### config.mk
export PLATFORM = sky130hd
export DESIGN_NAME = polar_to_complex
export DESIGN_NICKNAME = d
export VERILOG_FILES = /design/src/rtl/polar_to_complex.sv
export SDC_FILE = /design/constraint.sdc
export NUM_CORES = 2
export LEC_CHECK = 0
export CORE_ASPECT_RATIO = 1.1
export CORE_MARGIN = 5
export CORE_UTILIZATION = 50
export CTS_CLUSTER_DIAMETER = 120
export DETAILED_ROUTE_END_ITERATION = 8
export HOLD_SLACK_MARGIN = 0.06
export PLACE_DENSITY = 0.78
export SLEW_MARGIN = 20
export SYNTH_ARGS = -nofsm -noshare
export SYNTH_HDL_FRONTEND = slang
export SYNTH_SLANG_ARGS = --single-unit
### constraint.sdc
create_clock -name clock -period 8.8 [get_ports clock]
set_input_delay 1.76 -clock clock [delete_from_list [all_inputs] [get_ports clock]]
set_output_delay 1.76 -clock clock [all_outputs]
set_load 0.01 [all_outputs]
### src/rtl/polar_to_complex.sv
// polar_to_complex: pipelined rotation-mode CORDIC turning (mag, phase) into a gain-compensated signed I/Q sample
module polar_to_complex #(
    parameter int DATA_WIDTH = 16,
    parameter int NUM_ITER   = 14
) (
    input  logic                         clock,
    input  logic                         reset,
    input  logic                         enable,
    input  logic        [DATA_WIDTH-1:0] mag,
    input  logic        [15:0]           phase,
    input  logic                         input_strobe,
    output logic signed [DATA_WIDTH-1:0] i,
    output logic signed [DATA_WIDTH-1:0] q,
    output logic                         output_strobe
);
    localparam int W = DATA_WIDTH + 4;
    localparam logic signed [W-1:0] SAT_MAX = {5'b0, {(DATA_WIDTH-1){1'b1}}};
    localparam logic signed [W-1:0] SAT_MIN = -SAT_MAX;
    localparam logic signed [W-1:0] HALF = {{(W-2){1'b0}}, 2'b10};
    localparam logic [15:0] ATAN [16] = '{
        16'd8192, 16'd4836, 16'd2555, 16'd1297, 16'd651, 16'd326, 16'd163, 16'd81,
        16'd41, 16'd20, 16'd10, 16'd5, 16'd3, 16'd1, 16'd1, 16'd1
    };

    function automatic logic signed [DATA_WIDTH-1:0] out_sat(input logic signed [W-1:0] v);
        logic signed [W-1:0] r;
        r = (v + HALF) >>> 2;
        return r > SAT_MAX ? SAT_MAX[DATA_WIDTH-1:0] :
               r < SAT_MIN ? SAT_MIN[DATA_WIDTH-1:0] : r[DATA_WIDTH-1:0];
    endfunction

    logic        [W-1:0]          m, mk;
    logic                         fold;
    logic signed [W-1:0]          x_q [NUM_ITER+1];
    logic signed [W-1:0]          x_d [NUM_ITER+1];
    logic signed [W-1:0]          y_q [NUM_ITER+1];
    logic signed [W-1:0]          y_d [NUM_ITER+1];
    logic        [15:0]           z_q [NUM_ITER];
    logic        [15:0]           z_d [NUM_ITER];
    logic        [NUM_ITER+1:0]   stb_q, stb_d;
    logic signed [DATA_WIDTH-1:0] i_q, i_d, q_q, q_d;

    assign m    = {2'b00, mag, 2'b00};
    assign mk   = (m >> 1) + (m >> 3) - (m >> 6) - (m >> 9) - (m >> 12) + (m >> 14);
    // Angles outside [-pi/2, pi/2) are pre-rotated by pi so CORDIC only sees its convergent range
    assign fold = phase[15] != phase[14];

    always_comb begin
        x_d[0] = fold ? -mk : mk;
        y_d[0] = '0;
        z_d[0] = fold ? {~phase[15], phase[14:0]} : phase;
        for (int k = 0; k < NUM_ITER; k++) begin
            x_d[k+1] = z_q[k][15] ? x_q[k] + (y_q[k] >>> k) : x_q[k] - (y_q[k] >>> k);
            y_d[k+1] = z_q[k][15] ? y_q[k] - (x_q[k] >>> k) : y_q[k] + (x_q[k] >>> k);
        end
        for (int k = 0; k < NUM_ITER - 1; k++)
            z_d[k+1] = z_q[k][15] ? z_q[k] + ATAN[k] : z_q[k] - ATAN[k];
        stb_d = {stb_q[NUM_ITER:0], input_strobe};
        i_d   = out_sat(x_q[NUM_ITER]);
        q_d   = out_sat(y_q[NUM_ITER]);
    end

    always_ff @(posedge clock) begin
        if (reset) begin
            x_q   <= '{default: '0};
            y_q   <= '{default: '0};
            z_q   <= '{default: '0};
            stb_q <= '0;
            i_q   <= '0;
            q_q   <= '0;
        end else if (enable) begin
            x_q   <= x_d;
            y_q   <= y_d;
            z_q   <= z_d;
            stb_q <= stb_d;
            i_q   <= i_d;
            q_q   <= q_d;
        end
    end

    assign i             = i_q;
    assign q             = q_q;
    assign output_strobe = stb_q[NUM_ITER+1];
endmodule

==> results.yml <==
setup_path:
  worst-setup-path-type: "primary input to flop"
  cp.arrival_ns: 7.74
  cp_data_required_time_ns: 9.40
  worstSetupStartpointType: "primary input"
  crit_path_end_kind: "flop"
  cp_max_fo: 6
pwr:
  static-leakage-power_nw: 33.1
  power_density_nw_per_um2: 467
  ir_drop_v: 0.000253
sta:
  hold_violations: 0
  rsz0062_at_grt: "false"
  setup_tns_ns: 0
  clock_skew_ns: 0.0305
  fin_crit_sh_pct: 81.2
  fmax_mhz: 140
  fin_crit_ns: 7.14
  finalSetupViolations: 0
  report.final.slew_viol_count: 0
  worstMarginPinSlew_ns: 1.07
  timing.hold.ws_ns: 0.464
  relSlewSlack_pct: 28.9
global_routing:
  grt-ovfl-total: 0
  grt_pass1_vias: 56000
  grt_usage_pct: 22.7
  grt_pass1_wl_microns: 277000
  grt_max_degree: 168
  antenna_found_initial: 0
drt:
  dr.pass1.iters: 7
  via_count: 57700
  drtIter0Drc: 3733
  post_drt_via_cell_ratio: 5.77
  wirelength_microns: 167000
  wl_per_cell_microns: 16.7
  drc: 0
  antenna_left: 0
run_status:
  status: "completed"
synth:
  yosysTopAreaCellShare_pct: 24.9
  synth_edf_count: 0
  synth_cell_types: 99
  ys_ff_latch: 834
  ys_top_cells_by_area: "dfxtp_1 (25%), ha_1 (14%), mux2i_1 (7.9%), xnor2_1 (7.6%), nor2_1 (7.1%)"
  synthArstFlopShare_pct: 0
  ys_warn_count: 0
  syn_area_per_cell_sq_um: 8.17
  synth.net_count: 9050
  synth_seq_area_share_pct: 24.9
  yosysTopAreaCell: "dfxtp_1"
  ys.flop_type: "dfxtp_1"
  syn_area_sq_um: 67000
  synthCells: 8209
layout:
  area_growth_pct: 8.50
  post_route_cells_drive_above_1_share_pct: 4.00
  fin_nets: 8965
  fill_cells: 12100
  final_util_pct: 54.4
  antenna_cells: 0
floorplanning:
  die_y_microns: 394
  coreArea_sq_um: 134000
  initial_utilization_pct: 50.1
  die_area_sq_um: 142000
  pin_count: 69
  fp.dieW_microns: 359
  rows: 141
cts:
  cts_root_buffer: "clkbuf_16"
  htreeDepth: 3
  cts_buffers: 95
  post_cts_buffers: 0
  cts_resized: 0
  cts.sinks: 834
  hold_buffers: 0
  clock_latency_ns: 0.71
  tritoncts: "built"
  cts_buffer_depth: 3
  clk_pin_slew_ns: 0.06
placement:
  hpwl_microns: 125000
  port_buffers: 68
  finalWeightedCongestion: 0.905
hold_path:
  hold_class: "flop to flop"
flow_run:
  drv_cap: 0
==> cell type report <==
class | count | area, sq um | area share (%)
clock buffer | 120 | 2600 | 3.58
inverter | 368 | 1390 | 1.91
tap | 1787 | 2240 | 3.07
sequential | 834 | 16700 | 23.0
clock inverter | 56 | 876 | 1.20
multi-input combinational | 6718 | 47900 | 65.9
timing repair buffer | 107 | 1030 | 1.41
==> worst max-delay path: stages <==
cell and delay [ns]:
clkdlybuf4s50_1 0.45, inv_1 0.07, fa_1 0.60, inv_1 0.06, ha_1 0.30, a21oi_2 0.25
o2111ai_2 0.21, a21oi_1 0.37, inv_1 0.07, a21oi_1 0.17, xor2_1 0.24, ha_1 0.27
inv_1 0.06, ha_1 0.22, ha_1 0.36, a21o_1 0.17, a41o_1 0.23, xnor2_1 0.15
or4_1 0.55, nor2_1 0.15, nand2_1 0.13, a211oi_4 0.27, nand4_1 0.15, or2_0 0.24
o211a_1 0.22
==> cell usage after synthesis (all sizes together) (60+ instances only) <==
library cell,n
a211oi,180
a21o,203
a21oi,643
and3,60
buf,71
clkbuf,218
dfxtp,834
fa,60
ha,745
inv,367
mux2i,532
nand2,428
nand2b,78
nand3,113
nor2,1260
nor3,217
o21a,61
o21ai,355
o21bai,84
or3,105
xnor2,582
xor2,343
==> stage by stage <==
stage          cells  total power, mW  setup WS [ns]  area (sq um)
2_1_floorplan   8209             24.4           1.86         67000
3_3_place_gp    9813             28.6          0.934         69200
3_5_place_dp    9813             29.2          0.903         69200
4_1_cts         9989             33.9           1.65         72700
5_1_grt         9990             37.1           1.31         72700
6_report        9990             33.9           1.66         72700
==> layer usage <==
layer  up-vias  global-route usage, %  routed length [microns]
met5         -                      0                        0
met4         0                   8.06                     5370
met3       299                   2.38                     6130
met2      1011                   40.6                    82000
met1     27500                   28.2                    73800
li1      28900                      -                        -
==> layout by cell type (no fill, tap or decap), types with 203 or more instances in the layout <==
master,netlist,routed
o21ai_0,342,342
mux2i_1,532,532
nor3_1,215,215
inv_1,364,364
dfxtp_1,834,834
a21oi_1,640,640
nor2_1,1260,1258
nand2_1,428,428
xnor2_1,581,580
xor2_1,343,343
a21o_1,203,203
ha_1,745,745
==> kinds of logic (layout without fill, tap and decap cells) <==
family          Yosys count  after routing  synth area share (%)
compound gates         1914           1914                  18.4
xor+xnor                925            925                  12.1
fa+ha+maj               805            805                  15.7
buf+inv                 657            651                  3.68
flops                   834            834                  24.9
mux                     567            567                  8.54
simple gates           2507           2507                  16.7
==> final timing paths <==
kind	startpoint	cells past startpoint	slack, ns	to
worst min-delay path	z_q[125]	2	0.46	z_q[125]
worst max-delay path	mag[1]	25	1.66	x_q[299]
worst max register to register	y_q[92]	16	4.04	x_q[79]
worst min register to register	z_q[125]	2	0.46	z_q[125]
==> power by group <==
part | leakage [nW] | switching (mW) | total [mW] | internal, mW
clock network | 1.68 | 1.74 | 4.39 | 2.65
logic | 24.5 | 12.8 | 23.2 | 10.4
registers | 6.88 | 1.48 | 6.40 | 4.91
total | 33.1 | 16.0 | 33.9 | 17.9
==> state kept, by name (all words and copies together) (netlist names) <==
name and cells:
stb_q 16, y_q 278, q 16, z_q 209
i 16, x_q 299
No activity file was read; power rests on OpenSTA's default activity.
